<file path="config.mk">
export PLATFORM = sky130hd
export DESIGN_NAME = dc_bus_arb
export DESIGN_NICKNAME = d
export VERILOG_FILES = /design/src/rtl/dc_bus_arb.sv
export SDC_FILE = /design/constraint.sdc
export NUM_CORES = 1
export LEC_CHECK = 0
export ABC_AREA = 1
export BUFFER_PORTS_ARGS = -buffer_cell sky130_fd_sc_hd__buf_2
export CAP_MARGIN = 40
export CORE_ASPECT_RATIO = 2
export CORE_UTILIZATION = 53
export DETAILED_ROUTE_END_ITERATION = 8
export PLACE_DENSITY = 0.84
export SLEW_MARGIN = 20
export SYNTH_ARGS = -nofsm -noshare
export SYNTH_HDL_FRONTEND = slang
export SYNTH_SLANG_ARGS = --single-unit
</file>
<file path="constraint.sdc">
create_clock -name I_CLK -period 3.14 [get_ports I_CLK]
set_clock_uncertainty 0.2 [all_clocks]
set_input_delay 0 -clock I_CLK [delete_from_list [all_inputs] [get_ports I_CLK]]
set_output_delay 0 -clock I_CLK [all_outputs]
set_load 0.05 [all_outputs]
</file>
<file path="src/rtl/dc_bus_arb.sv">
`timescale 1ns/1ps
// dc_bus_arb: round-robin arbiter and transaction sequencer in front of the
// D13 PIO bus interface. One requester at a time owns the command/data port.
// Its command is latched at grant and start is held high until done or timeout.
// The requester then gets a one-cycle ack, and start is kept low long enough
// for the bus interface to see the next rising edge.
module dc_bus_arb #(
    parameter int NREQ    = 4,
    parameter int TIMEOUT = 1023,
    parameter int GAP     = 2
) (
    input  logic              I_CLK,
    input  logic              I_RST,
    input  logic [NREQ-1:0]   I_REQ,
    input  logic [NREQ-1:0]   I_REQ_READ,
    input  logic [NREQ*8-1:0] I_REQ_CMD,
    input  logic [NREQ*6-1:0] I_REQ_WORDS,
    output logic [NREQ-1:0]   O_GNT,
    output logic [NREQ-1:0]   O_ACK,
    output logic              O_ERR,
    output logic              O_BUSY,
    output logic              O_START,
    output logic              O_READ,
    output logic              O_WRITE,
    output logic [7:0]        O_CMD,
    output logic [5:0]        O_WORDS,
    input  logic              I_DONE
);

    localparam int PW = (NREQ > 1) ? $clog2(NREQ) : 1;
    localparam int TW = ($clog2(TIMEOUT + 1) > 10) ? $clog2(TIMEOUT + 1) : 10;
    localparam int GW = ($clog2(GAP + 1) > 1) ? $clog2(GAP + 1) : 1;

    typedef enum logic [1:0] {ST_IDLE, ST_WAIT, ST_GAP} state_t;

    state_t          state;
    logic [PW-1:0]   ptr;
    logic [TW-1:0]   tmo_cnt;
    logic [GW-1:0]   gap_cnt;

    logic            win_vld;
    logic [PW-1:0]   win_idx;
    logic [NREQ-1:0] win_gnt;
    logic [7:0]      win_cmd;
    logic [5:0]      win_words;
    logic            win_read;
    logic            wait_exit;

    // Requester index k places after base, wrapping modulo NREQ.
    function automatic logic [PW-1:0] rr_idx(input logic [PW-1:0] base, input int k);
        int s;
        s = int'(base) + k;
        if (s >= NREQ) s = s - NREQ;
        return PW'(s);
    endfunction

    // Pick the first requester after the last winner; the last winner is searched last.
    always_comb begin
        win_vld = 1'b0;
        win_idx = '0;
        for (int k = 1; k <= NREQ; k++) begin
            if (!win_vld && I_REQ[rr_idx(ptr, k)]) begin
                win_vld = 1'b1;
                win_idx = rr_idx(ptr, k);
            end
        end
    end

    // Winner's one-hot grant and its command slice, ready to be latched at grant.
    always_comb begin
        win_gnt          = '0;
        win_gnt[win_idx] = 1'b1;
        win_cmd          = I_REQ_CMD[int'(win_idx)*8 +: 8];
        win_words        = I_REQ_WORDS[int'(win_idx)*6 +: 6];
        win_read         = I_REQ_READ[win_idx];
    end

    // A transaction ends on done; if no done arrives, it ends on the last timeout count.
    // A done that arrives on the terminal count still counts as a clean completion.
    assign wait_exit = I_DONE || (tmo_cnt == TW'(TIMEOUT - 1));

    // Sequencer: IDLE -> WAIT (start high) -> GAP (start low) -> IDLE, with all outputs registered.
    always_ff @(posedge I_CLK or posedge I_RST) begin
        if (I_RST) begin
            state   <= ST_IDLE;
            ptr     <= PW'(NREQ - 1);
            tmo_cnt <= '0;
            gap_cnt <= '0;
            O_GNT   <= '0;
            O_ACK   <= '0;
            O_ERR   <= 1'b0;
            O_BUSY  <= 1'b0;
            O_START <= 1'b0;
            O_READ  <= 1'b0;
            O_WRITE <= 1'b0;
            O_CMD   <= '0;
            O_WORDS <= '0;
        end else begin
            O_ACK <= '0;
            O_ERR <= 1'b0;
            case (state)
                ST_IDLE: begin
                    if (win_vld) begin
                        state   <= ST_WAIT;
                        ptr     <= win_idx;
                        tmo_cnt <= '0;
                        O_GNT   <= win_gnt;
                        O_BUSY  <= 1'b1;
                        O_START <= 1'b1;
                        O_READ  <= win_read;
                        O_WRITE <= ~win_read;
                        O_CMD   <= win_cmd;
                        O_WORDS <= win_words;
                    end
                end
                ST_WAIT: begin
                    if (wait_exit) begin
                        state   <= ST_GAP;
                        tmo_cnt <= '0;
                        gap_cnt <= '0;
                        O_ACK   <= O_GNT;
                        O_ERR   <= ~I_DONE;
                        O_GNT   <= '0;
                        O_START <= 1'b0;
                        O_READ  <= 1'b0;
                        O_WRITE <= 1'b0;
                    end else begin
                        tmo_cnt <= tmo_cnt + TW'(1);
                    end
                end
                ST_GAP: begin
                    if (gap_cnt == GW'(GAP - 1)) begin
                        state  <= ST_IDLE;
                        O_BUSY <= 1'b0;
                    end else begin
                        gap_cnt <= gap_cnt + GW'(1);
                    end
                end
                default: begin
                    state  <= ST_IDLE;
                    O_BUSY <= 1'b0;
                end
            endcase
        end
    end

endmodule

</file>
==> flow_metrics.tcl, run 1 <==
set metrics [dict create \
    clock_path_buffers 2 \
    hold_class "in -> reg" \
    relSlewSlack_pct 69.6 \
    avgSynthCellArea_um2 7.16 \
    layoutNonFillerInstCount 573 \
    synth_area_leaders "dfrtp_1 40%, nand2_1 21%, nand3_1 11%, inv_1 4.1%, nor2_1 2.4%" \
    grt_antenna_before_repair 0 \
    synth.distinct_cells 30 \
    die_y_um 100 \
    initial_core_util_pct 55.3 \
    cp-start-kind "flip-flop" \
    ys_ff_latch 43 \
    synth-async-reset-ratio_pct 100 \
    antenna_cells 0 \
    final_cell_mix "138 x nand2_1, 93 x buf_2, 63 x dlygate4sd3_1" \
    drv_slew 0 \
    cts_root_buffer "clkbuf_8" \
    grt-busiest-layer "met2" \
    status "complete, but fails checks" \
    critPathLaunch "ptr[0]" \
    cts.sinks 43 \
    cts.clk_slew.worst_paths_ns 0.10 \
    io_buffers 93 \
    cap_violations 0 \
    ant_nets 0 \
    setup_violations 12 \
    r2r_setup_slack_ns -0.13 \
    yosysWarnings 0 \
    die_x_um 51.0 \
    arrival_ns 3.29 \
    timing.hold.ws_ns 0.183 \
    hold_viol_final 0 \
    io-pin-count 94 \
    dieArea_um2 5090 \
    r2r_end "O_WRITE" \
    core-area_um2 4600 \
    synth_cells 355 \
    fin_nets 587 \
    crit_required_ns 3.16 \
    grt_max_degree 36 \
    wirelength_mm 12.1 \
    drt-initial-drc-count 363 \
    path_max_fanout 31 \
    r2r_start "ptr[0]" \
    fin_crit_ns 3.27 \
    synth_nets 425 \
    synth_edf_count 0 \
    syn_area_um2 2540 \
    layout_commonest_cell "nand2_1" \
    clk-insertion-delay-late_ns 0.32 \
    critPathCapture "O_WRITE" \
    grt_pass1_wl_mm 16.0 \
    overflow 0 \
    crit_type "reg -> reg" \
    worst_slack_ns -0.128 \
    worstSetupEndpointType "flip-flop" \
    routed_via_density 6.32 \
    dp_cells 493 \
    fill_cells 226 \
    max_freq_mhz 306 \
    ys_seq_area_share_pct 42.4 \
    yosysTopAreaCellShare_pct 40.4 \
    routabilityCongestion 0.881 \
    timing.final.crit_share_pct 104 \
    violations "negative setup slack" \
    worst_pin_slew_ns 0.456 \
    cts-buffers-inserted 5 \
    synthFlopType "dfrtp_1" \
    dp_hpwl_mm 4.87 \
    drcViolationCount 0 \
    cts_max_level 2 \
    reg2regPathDepth 16 \
    wl_per_cell_um 21.2 \
    dr.pass1.iters 7 \
    drive_above_1_share_pct 26.3 \
    vias 3621 \
    grtUsageTotal_pct 43.3 \
    met3_usage_pct 8.48 \
    use_met1_pct 44.0 \
    cts_tree "yes" \
    first_global_vias 3423 \
    use_met2_pct 73.6 \
    hold_start "I_DONE" \
    area_growth_pct 52.1 \
    synth_top_area_cell "dfrtp_1" \
    num_rows 35 \
]
## metrics by stage
stage / area [um^2] / setup TNS [ns] / util [%] / setup WS, ns
CTS: 3750 / 0 / 81.7 / 0.201
floorplan: 2540 / 0 / - / 1.03
detailed placement: 3010 / 0 / 65.5 / 0.709
global route: 3870 / -0.614 / 84.1 / -0.109
global placement: 3010 / 0 / 65.5 / 0.796
finish: 3870 / -0.654 / 84.1 / -0.128
## routing by layer
layer	wire (um)	part of all wire [%]
met5	0	0
met4	1390	11
met3	1430	12
met2	5660	47
met1	3650	30
## cell usage after synthesis, types with 3 or more instances
library cell  count
buf_2             7
nand3_1          57
nor3_1            6
o22ai_1           6
dfrtp_1          41
a21oi_1           6
o21ai_0           8
inv_2             4
ha_1              3
nand4_1           3
buf_6             3
nor2_1           16
nand2_1         140
nand2_2           6
inv_1            28
## logic make-up (layout without fill, tap and decap cells)
kind of cell / count (synthesis) / in the layout / synth area share, %
and+or+nand+nor: 237 / 237 / 41.8
xor gates and xnor gates: 3 / 3 / 1.03
adders and majority gates: 3 / 3 / 1.48
AOI/OAI and AO/OA: 21 / 21 / 4.48
buffers and inverters: 48 / 211 / 8.81
DFF: 43 / 43 / 42.4
## sequential cells by signal (all words and copies together), names as in the netlist
register,flops
tmo_cnt,10
O_READ,1
O_ERR,1
state,2
ptr,2
O_START,1
O_WRITE,1
O_BUSY,1
O_ACK,4
O_CMD,8
O_GNT,4
gap_cnt,2
O_WORDS,6
## worst max-delay path, stage by stage, from the launching register on
cell and delay (ns):
dfstp_2 0.58, clkbuf_2 0.18, nand2_1 0.08, nand2_1 0.12, nand2_1 0.07, nand2_1 0.14
nand2_2 0.11, nand2_1 0.13, nand2_2 0.10, nand3_2 0.16, buf_12 0.22, nand2_1 0.09
nand3_1 0.09, dlygate4sd3_1 0.59, nand3_1 0.15, nand2_1 0.12, inv_1 0.05
## timing repair
| action | in CTS | in global routing |
|---|---|---|
| buffers inserted | 0 | 9 |
| resized for setup | 0 | 8 |
| hold buffers | 63 | 0 |
| endpoints found under the setup margin | 0 | 16 |
| endpoints found under the hold margin | 62 | 0 |
## how the worst min path moves through the flow
stage	to	depth (start not counted)
after floorplan	O_ERR	1
after global placement	O_ACK[2]	2
after detailed placement	O_ACK[0]	2
after CTS	O_ERR	3
after global routing	O_ERR	3
final	O_ERR	3
## layout make-up
type                       count  area, um^2  share of cell area, %
clock buffer                   5        68.8                   1.78
sequential                    43        1080                   27.9
tap                           55        68.8                   1.78
inverter                      35         141                   3.66
timing repair buffer         168        1220                   31.6
clock inverter                 3        43.8                   1.13
multi-input combinational    264        1240                   32.2
Power of run 1 is not shown: default switching activity piles up to over one toggle a cycle in this logic, so the estimate is an artifact.
==> run 2: changes to the inputs <==
--- a/config.mk
+++ b/config.mk
@@ -5,13 +5,12 @@
 export SDC_FILE = /design/constraint.sdc
 export NUM_CORES = 1
 export LEC_CHECK = 0
-export ABC_AREA = 1
 export BUFFER_PORTS_ARGS = -buffer_cell sky130_fd_sc_hd__buf_2
 export CAP_MARGIN = 40
 export CORE_ASPECT_RATIO = 2
-export CORE_UTILIZATION = 53
+export CORE_UTILIZATION = 26
 export DETAILED_ROUTE_END_ITERATION = 8
-export PLACE_DENSITY = 0.84
+export PLACE_DENSITY = 0.47
 export SLEW_MARGIN = 20
 export SYNTH_ARGS = -nofsm -noshare
 export SYNTH_HDL_FRONTEND = slang
==> flow_metrics.tcl, run 2 <==
set metrics [dict create \
    hold_viol_final 1 \
    ys_ff_latch 43 \
    core-area_um2 8950 \
    avgSynthCellArea_um2 10.8 \
    drt-initial-drc-count 83 \
    swShare_pct 47.2 \
    drcViolationCount 0 \
    initial_core_util_pct 26.8 \
    hold_class "in -> reg" \
    r2r_start "ptr[1]" \
    synth_edf_count 0 \
    layout_commonest_cell "buf_2" \
    drv_slew 0 \
    worst_pin_slew_ns 0.642 \
    p_leak_nw 1.79 \
    dp_cells 413 \
    max_freq_mhz 355 \
    post_dp_cell_area_um2 2940 \
    routed_via_density 4.81 \
    wirelength_mm 7.10 \
    synth-async-reset-ratio_pct 100 \
    status "complete, but fails checks" \
    cp-start-kind "flip-flop" \
    syn_area_um2 2400 \
    dieArea_um2 9640 \
    power_density_nw_per_um2 877 \
    num_rows 49 \
    use_met1_pct 15.0 \
    drive_above_1_share_pct 33.1 \
    cts_tree "yes" \
    r2r_setup_slack_ns 0.32 \
    synth.distinct_cells 52 \
    cts.clk_slew.worst_paths_ns 0.06 \
    die_x_um 69.9 \
    met3_usage_pct 2.83 \
    irDropWorstVdd_mv 0.476 \
    yosysWarnings 0 \
    crit_required_ns 3.08 \
    first_global_vias 2407 \
    die_y_um 138 \
    arrival_ns 2.75 \
    fin_tns_setup_ns 0 \
    synth_nets 293 \
    final_cell_mix "93 x buf_2, 61 x dlygate4sd3_1, 41 x dfrtp_1" \
    vias 2324 \
    power_frac_clock_pct 15.5 \
    synth_top_area_cell "dfrtp_1" \
    r2r_end "O_CMD[7]" \
    clock_path_buffers 2 \
    synthTopCellsByCount "41 x dfrtp_1, 35 x nand2_1, 28 x mux2i_1" \
    rsz0062_at_grt "no" \
    grt_max_degree 33 \
    cts_max_level 2 \
    ant_nets 0 \
    layoutNonFillerInstCount 483 \
    ys_seq_area_share_pct 44.9 \
    min_to "O_WRITE" \
    antenna_cells 0 \
    cts.sinks 43 \
    biggestRegsByFlops "tmo_cnt: 10 flops, O_CMD: 8 flops, O_WORDS: 6 flops" \
    synth_area_leaders "dfrtp_1 43%, mux2i_1 12%, o221ai_2 5.6%, nand2_1 5.5%, dfstp_2 2.2%" \
    dr.pass1.iters 4 \
    dp_hpwl_mm 5.11 \
    setup_violations 0 \
    power.switching_mw 1.53 \
    fin_nets 450 \
    grt-busiest-layer "met2" \
    overflow 0 \
    synth_cells 223 \
    grt_pass1_wl_mm 11.6 \
    largest_reg_flops 10 \
    io-pin-count 94 \
    synth.most_common_cell "dfrtp_1" \
    synthFlopType "dfrtp_1" \
    p_seq_share_pct 28.8 \
    yosysTopAreaCellShare_pct 42.8 \
    cts_root_buffer "clkbuf_16" \
    regMostFlops "tmo_cnt" \
    area_growth_pct 54.2 \
    use_met2_pct 30.9 \
    io_buffers 93 \
    cts-buffers-inserted 5 \
    wl_per_cell_um 14.7 \
    fin_crit_ns 2.82 \
    p_int_mw 1.71 \
    worstSetupEndpointType "flip-flop" \
    post-route-cell-area_um2 3700 \
    path_max_fanout 28 \
    hold_start "I_REQ_READ[2]" \
    holdPathStages 4 \
    timing.final.crit_share_pct 89.7 \
    violations "negative hold slack" \
    clk-insertion-delay-late_ns 0.29 \
    grt_antenna_before_repair 0 \
    timing.hold.ws_ns -0.0290 \
    p_comb_share_pct 55.6 \
    grtUsageTotal_pct 15.3 \
    cap_violations 0 \
    relSlewSlack_pct 56.8 \
    crit_type "reg -> reg" \
    reg2regPathDepth 6 \
    fill_cells 887 \
    routabilityCongestion 0.804 \
]
## run 2: changes by cell type after synthesis, moves of 4 or more
cell,delta
inv_2,-4
nor3_1,-4
nand3_1,-51
nand2_1,-105
nand2_2,-4
o221ai_1,+5
buf_2,-6
o22ai_1,-6
o221ai_2,+9
and3_1,+4
mux2i_1,+28
inv_1,-20
## run 2: worst max path at each step
stage	slack, ns	start	end	cells after the start
final	0.32	ptr[1]	O_CMD[7]	6
after global routing	0.19	ptr[1]	O_CMD[6]	6
after CTS	0.09	ptr[1]	O_WRITE	7
after detailed placement	0.84	ptr[1]	O_CMD[5]	5
after global placement	0.89	ptr[1]	O_CMD[5]	5
after floorplan	1.12	ptr[1]	O_CMD[0]	7
## run 2: power by group through the flow
| stage | sequential, mW | combinational, mW | clock [mW] |
|---|---|---|---|
| 6_report | 0.935 | 1.81 | 0.505 |
| 5_1_grt | 0.966 | 1.96 | 0.540 |
| 4_1_cts | 0.939 | 1.82 | 0.520 |
| 3_5_place_dp | 0.942 | 1.64 | 0 |
| 3_3_place_gp | 0.940 | 1.62 | 0 |
| 2_1_floorplan | 1.36 | 0.863 | 0 |
## run 2: final cells by class
cell class | instances | area (um^2) | share of cell area (%)
clock buffers | 7 | 133 | 3.58
clock inverters | 1 | 5.00 | 0.135
inverters | 8 | 30.0 | 0.811
multi-input cells | 164 | 1210 | 32.7
flip-flops and latches | 43 | 1080 | 29.1
well taps | 102 | 128 | 3.45
repair buffers | 158 | 1120 | 30.2
## run 2: kinds of logic after synthesis
kind of cell / count (synthesis) / share of synthesized area [%]
adders and majority gates: 3 / 1.56
buffers and inverters: 16 / 4.90
AOI/OAI and AO/OA: 46 / 17.3
muxes: 30 / 12.9
xor gates and xnor gates: 6 / 2.19
DFF: 43 / 44.9
and+or+nand+nor: 79 / 16.2
## run 2: through the flow
| step | util, % | power [mW] | setup slack, ns |
|---|---|---|---|
| floorplan | - | 2.23 | 1.12 |
| global placement | 32.6 | 2.56 | 0.885 |
| detailed placement | 32.8 | 2.58 | 0.844 |
| CTS | 41.3 | 3.28 | 0.0870 |
| global route | 41.3 | 3.46 | 0.186 |
| finish | 41.3 | 3.25 | 0.325 |
## run 2: timing repair
item / CTS / global route
gates resized for setup: 0 / 1
setup buffers: 0 / 1
hold buffers: 62 / 0
endpoints found under the setup margin: 0 / 1
endpoints found under the hold margin: 65 / 0
## run 2: critical path: stages (launching register included)
cell and delay, ns:
dfstp_2 0.60, mux2i_2 0.26, o21ai_2 0.13, nor2_8 0.50, mux2i_1 0.27, dlygate4sd3_1 0.57, o221ai_1 0.12
## run 2: metal layers
metal / wire [um] / share of wire, %
met1: 2500 / 35
met2: 4170 / 59
met3: 291 / 4.1
met4: 136 / 1.9
met5: 0 / 0
(Power assumes the default switching activity.)
